### src/rtl/fp_mul32_responder.sv
// fp_mul32_responder: handshaked IEEE-754 single-precision multiplier.
// Operands A then B are taken over stb/ack handshakes, the product is
// offered on output_z with stb/ack. Fixed 4-cycle latency from B accept.
// Rounding: FP_MUL32_RNE_EN defined -> round to nearest even,
// undefined -> truncate toward zero.
module fp_mul32_responder (
    input  logic        clock,
    input  logic        reset_n,
    input  logic [31:0] input_a,
    input  logic        input_a_stb,
    output logic        input_a_ack,
    input  logic [31:0] input_b,
    input  logic        input_b_stb,
    output logic        input_b_ack,
    output logic [31:0] output_z,
    output logic        output_z_stb,
    input  logic        output_z_ack
);

    localparam int unsigned W  = 32;
    localparam int unsigned MW = 24;
    localparam int unsigned PW = 48;
    localparam int unsigned EW = 10;

    localparam logic signed [EW-1:0] EXP_BIAS = 10'sd127;
    localparam logic signed [EW-1:0] EXP_INF  = 10'sd255;
    localparam logic signed [EW-1:0] EXP_ZERO = 10'sd0;
    localparam logic        [W-1:0]  QNAN     = 32'h7FC0_0000;

    typedef enum logic [2:0] {
        GET_A, GET_B, UNPACK, MULT, NORM, PACK, PUT_Z
    } state_t;

    state_t                state;
    logic [W-1:0]          a_reg, b_reg;
    logic [MW-1:0]         a_m, b_m, z_m;
    logic signed [EW-1:0]  a_e, b_e, z_e;
    logic                  z_sign;
    logic [PW-1:0]         product;
    logic                  guard, round_bit, sticky;
    logic                  special;
    logic [W-1:0]          special_z;

    // operand classification of the captured A/B words
    logic a_nan_c, b_nan_c, a_inf_c, b_inf_c, a_zero_c, b_zero_c;
    assign a_nan_c  = (a_reg[30:23] == 8'hFF) && (a_reg[22:0] != 23'd0);
    assign b_nan_c  = (b_reg[30:23] == 8'hFF) && (b_reg[22:0] != 23'd0);
    assign a_inf_c  = (a_reg[30:23] == 8'hFF) && (a_reg[22:0] == 23'd0);
    assign b_inf_c  = (b_reg[30:23] == 8'hFF) && (b_reg[22:0] == 23'd0);
    assign a_zero_c = (a_reg[30:23] == 8'h00);
    assign b_zero_c = (b_reg[30:23] == 8'h00);

    logic            rnd_inc_c;
    logic [MW:0]     rnd_sum_c;
    logic [MW-1:0]   fin_m_c;
    logic signed [EW-1:0] fin_e_c;
    logic [W-1:0]    pack_z_c;

`ifndef FP_MUL32_RNE_EN
    // truncation drops the guard/round/sticky bits
    logic grs_unused_c;
    assign grs_unused_c = guard ^ round_bit ^ sticky;
`endif

    // rounding, mantissa carry-out and overflow/underflow packing
    always_comb begin
        rnd_inc_c = 1'b0;
`ifdef FP_MUL32_RNE_EN
        rnd_inc_c = guard & (round_bit | sticky | z_m[0]);
`endif
        rnd_sum_c = {1'b0, z_m} + (MW+1)'(rnd_inc_c);
        fin_m_c   = rnd_sum_c[MW-1:0];
        fin_e_c   = z_e;
        if (rnd_sum_c[MW]) begin
            fin_m_c = rnd_sum_c[MW:1];
            fin_e_c = z_e + 10'sd1;
        end
        if (special)
            pack_z_c = special_z;
        else if (fin_e_c >= EXP_INF)
            pack_z_c = {z_sign, 8'hFF, 23'd0};
        else if (fin_e_c <= EXP_ZERO)
            pack_z_c = {z_sign, 31'd0};
        else
            pack_z_c = {z_sign, fin_e_c[7:0], fin_m_c[22:0]};
    end

    // handshake FSM and datapath pipeline
    always_ff @(posedge clock or negedge reset_n) begin
        if (!reset_n) begin
            state        <= GET_A;
            input_a_ack  <= 1'b0;
            input_b_ack  <= 1'b0;
            output_z     <= '0;
            output_z_stb <= 1'b0;
            a_reg        <= '0;
            b_reg        <= '0;
            a_m          <= '0;
            b_m          <= '0;
            z_m          <= '0;
            a_e          <= '0;
            b_e          <= '0;
            z_e          <= '0;
            z_sign       <= 1'b0;
            product      <= '0;
            guard        <= 1'b0;
            round_bit    <= 1'b0;
            sticky       <= 1'b0;
            special      <= 1'b0;
            special_z    <= '0;
        end else begin
            case (state)
                GET_A: begin
                    input_a_ack <= 1'b1;
                    if (input_a_ack && input_a_stb) begin
                        a_reg       <= input_a;
                        input_a_ack <= 1'b0;
                        input_b_ack <= 1'b1;
                        state       <= GET_B;
                    end
                end
                GET_B: begin
                    input_b_ack <= 1'b1;
                    if (input_b_ack && input_b_stb) begin
                        b_reg       <= input_b;
                        input_b_ack <= 1'b0;
                        state       <= UNPACK;
                    end
                end
                UNPACK: begin
                    a_m     <= {1'b1, a_reg[22:0]};
                    b_m     <= {1'b1, b_reg[22:0]};
                    a_e     <= $signed(EW'(a_reg[30:23]));
                    b_e     <= $signed(EW'(b_reg[30:23]));
                    z_sign  <= a_reg[31] ^ b_reg[31];
                    special <= 1'b0;
                    if (a_nan_c || b_nan_c || (a_inf_c && b_zero_c) ||
                        (b_inf_c && a_zero_c)) begin
                        special   <= 1'b1;
                        special_z <= QNAN;
                    end else if (a_inf_c || b_inf_c) begin
                        special   <= 1'b1;
                        special_z <= {a_reg[31] ^ b_reg[31], 8'hFF, 23'd0};
                    end else if (a_zero_c || b_zero_c) begin
                        special   <= 1'b1;
                        special_z <= {a_reg[31] ^ b_reg[31], 31'd0};
                    end
                    state <= MULT;
                end
                MULT: begin
                    product <= PW'(a_m) * PW'(b_m);
                    z_e     <= a_e + b_e - EXP_BIAS;
                    state   <= NORM;
                end
                NORM: begin
                    if (product[PW-1]) begin
                        z_m       <= product[47:24];
                        guard     <= product[23];
                        round_bit <= product[22];
                        sticky    <= |product[21:0];
                        z_e       <= z_e + 10'sd1;
                    end else begin
                        z_m       <= product[46:23];
                        guard     <= product[22];
                        round_bit <= product[21];
                        sticky    <= |product[20:0];
                    end
                    state <= PACK;
                end
                PACK: begin
                    output_z     <= pack_z_c;
                    output_z_stb <= 1'b1;
                    state        <= PUT_Z;
                end
                PUT_Z: begin
                    if (output_z_ack) begin
                        output_z_stb <= 1'b0;
                        input_a_ack  <= 1'b1;
                        state        <= GET_A;
                    end
                end
                default: state <= GET_A;
            endcase
        end
    end

endmodule

### config.mk
export PLATFORM = sky130hd
export DESIGN_NAME = fp_mul32_responder
export DESIGN_NICKNAME = d
export VERILOG_FILES = /design/src/rtl/fp_mul32_responder.sv
export SDC_FILE = /design/constraint.sdc
export NUM_CORES = 2
export LEC_CHECK = 0
export CAP_MARGIN = 30
export CORE_ASPECT_RATIO = 0.7
export CORE_MARGIN = 5
export CORE_UTILIZATION = 57
export DETAILED_ROUTE_END_ITERATION = 16
export PLACE_DENSITY = 0.75
export SLEW_MARGIN = 10
export SYNTH_ARGS = -nofsm -noshare
export SYNTH_HDL_FRONTEND = slang
export SYNTH_SLANG_ARGS = --single-unit
export TNS_END_PERCENT = 50
### constraint.sdc
create_clock -name clock -period 18.45 [get_ports clock]
set_input_delay 5.535 -clock clock [delete_from_list [all_inputs] [get_ports clock]]
set_output_delay 5.535 -clock clock [all_outputs]
set_load 0.02 [all_outputs]
==> results.toml <==
[outcome]
outcome = "completed"

[setup_path]
crit_path_top_delay_cell = "dfrtp_1"
worst_setup_path_end_kind = "flip-flop"
cp.arrival_ns = 7.89
cp.buffers_inverters = 4
cpMostUsedCell = "fa_1"
cp.required_ns = 18.83
crit_path_start_kind = "flip-flop"
critical_path.top_delay_family = "adder cells"
crit_type = "flip-flop to flip-flop"
slowest_delay_ns = 0.99
critPathMaxFanout = 24
crit_chain = "and2_1 > fa_1 > fa_1 > inv_1 > fa_1 > fa_1 > inv_1 > fa_1 > fa_1 > inv_1 > fa_1 > inv_1 > ha_1 > nand4_1 > or2_2 > a311oi_1 > nor2_1 > o21a_1 > o31ai_2 > xnor2_1 > o21ai_1"
reg2reg_setup_slack_ns = 10.94

[placement]
port_buffers = 103
place_area_sq_mm = 0.0296
gp_congestion = 0.928
place_hpwl_um = 52600

[global_routing]
grt_antenna_before_repair = 1
grt_overflow = 0
grt_pass1_wl_um = 118000
grt_pass1_vias = 22100
track_usage_pct = 27.7
grt_max_degree = 75

[final_layout]
area_delta_synth_final_pct = 9.11
final_nets = 3621
layout-drive-gt1-share_pct = 7.84
final_common_cell = "inv_1"
design_area_sq_mm = 0.0304
layout_common_cells = "inv_1, fa_1, nand2_1"

[yosys]
synth_fp_nets = 3582
synth_flop_cell = "dfrtp_1"
synth-simple-area-share_pct = 14.2
netlist_area_sq_mm = 0.0279
synthMuxAreaShare_pct = 5.87
synth_compound_gate_area_share_pct = 6.08
synth.area.top_cells = "fa_1, dfrtp_1, ha_1, inv_1, and2_1"
synth_cell_types = 65
synth_top_family_by_area = "adder cells"
synthAdderAreaFrac_pct = 43.0
synth_top_area_share_pct = 34.6
syn_inst = 2844
post-synth-top-area-cell = "fa_1"
async_flop_share_pct = 100
ys.warnings.count = 0
ys_ff_latch = 228
avgSynthCellArea_sq_um = 9.80
ys_seq_area_share_pct = 20.5
synth_edf_count = 0
synth-xor-area-share_pct = 0.943

[detailed_routing]
vias_per_cell = 5.70
wl_um = 71700
vias = 20300
first_pass_iters = 7
drt_iter0_markers = 1724
wl_per_cell_um = 20.2
ant_nets = 0
drc = 0

[clocking]
cts_num_sinks = 228
cts_buffers = 22
postCtsSetupBuffers = 0
htreeDepth = 1
clk_latency_ns = 0.53
post_cts_resized = 0
tritoncts = "built"
clk_transition_reported_paths_ns = 0.06
cts_hold_buf = 0
clk_path_buf_depth = 3
root_buffer = "clkbuf_16"

[timing]
hold_viol_final = 0
tightest_slew_ns = 0.979
finalMaxSlewViolations = 0
rsz0062_at_grt = "no"
finalSetupViolations = 0
finClkSkew_ns = 0.0151
fmax_mhz = 133
period_minus_slack_ns = 7.51
setup_tns_ns = 0
period_share_pct = 40.7
max-slew-margin-rel_pct = 34.7

[floorplan]
die_x_um = 274
ios = 104
initial_core_util_pct = 57.9
die_y_um = 195
core_area_sq_mm = 0.0481
num_rows = 67
die_area_sq_mm = 0.0535

[worst_hold_path]
hp-class = "flip-flop to flip-flop"

[job]
maxCapViolations = 0
-- final timing paths --
check | start | endpoint | cells after the start
setup / recovery | b_m[0]$_DFFE_PN0P_ | product[47]$_DFFE_PN0P_ | 21
min in group asynchronous | reset_n | output_z[9]$_DFFE_PN0P_ | 1
max in group asynchronous | reset_n | output_z[24]$_DFFE_PN0P_ | 5
setup reg to reg | b_m[0]$_DFFE_PN0P_ | product[47]$_DFFE_PN0P_ | 21
hold reg to reg | z_m[1]$_DFFE_PN0P_ | z_m[1]$_DFFE_PN0P_ | 2
hold / removal | z_m[1]$_DFFE_PN0P_ | z_m[1]$_DFFE_PN0P_ | 2
-- per-stage QoR --
stage / util, % / worst slack, ns / instances / hold slack, ns
floorplan: - / 11.64 / 2844 / 0.448
CTS: 62.9 / 11.02 / 3547 / 0.487
global placement: 61.4 / 10.56 / 3507 / 0.464
global route: 63.2 / 10.62 / 3553 / 0.516
finish: 63.2 / 10.94 / 3554 / 0.480
detailed placement: 61.5 / 10.77 / 3509 / 0.470
-- layout make-up --
class / count / area [sq um]
Multi-Input combinational cell: 1918 / 19500
Fill cell: 3884 / 17700
Sequential cell: 228 / 5710
Inverter: 553 / 2080
Timing Repair Buffer: 160 / 1570
Tap cell: 655 / 820
Clock buffer: 29 / 607
Clock inverter: 9 / 73.8
Antenna cell: 2 / 5.00
-- routing by layer --
| layer | wire length (um) | GRT usage, % |
|---|---|---|
| met3 | 7560 | 7.93 |
| met4 | 2150 | 8.03 |
| met1 | 30500 | 40.0 |
| met5 | 0 | 0 |
| met2 | 31500 | 41.4 |
-- kinds of logic (layout without fill, tap and decap cells) --
logic type	Yosys count	after routing
compound gates	266	266
xor+xnor	30	30
fa+ha+maj	669	669
buf+inv	698	751
flops	228	228
mux	148	148
other cells	0	2
simple gates	805	805
-- Yosys cell counts, types with 4 or more instances --
cell type  number
a22o_1         23
a21o_1         20
o21ai_1        17
a31oi_1         7
a211oi_1        4
nand2_1       389
mux2i_1        25
o21bai_1       13
fa_1          482
xnor2_1        18
nor4_1         17
and3_1          7
a21oi_1        73
xor2_1         12
nand4_1        21
nor2_1         44
and2_1        281
o21a_1          4
nor3_1          9
o211ai_1        6
ha_1          187
nand3_1        16
o21ai_0        68
clkbuf_1      141
dfrtp_1       228
inv_1         553
mux2_2        123
-- worst reg2reg max path, delay by kind of cell, from the launching register on --
kind / cells / cell delay [ns]
adders and majority gates: 8 / 3.82
and+or+nand+nor: 4 / 1.11
xor gates and xnor gates: 1 / 0.15
DFF: 1 / 0.99
AOI/OAI and AO/OA: 4 / 1.12
buffers and inverters: 4 / 0.20
Power is not shown: default switching activity piles up to over one toggle a cycle in this logic, so the estimate is an artifact.
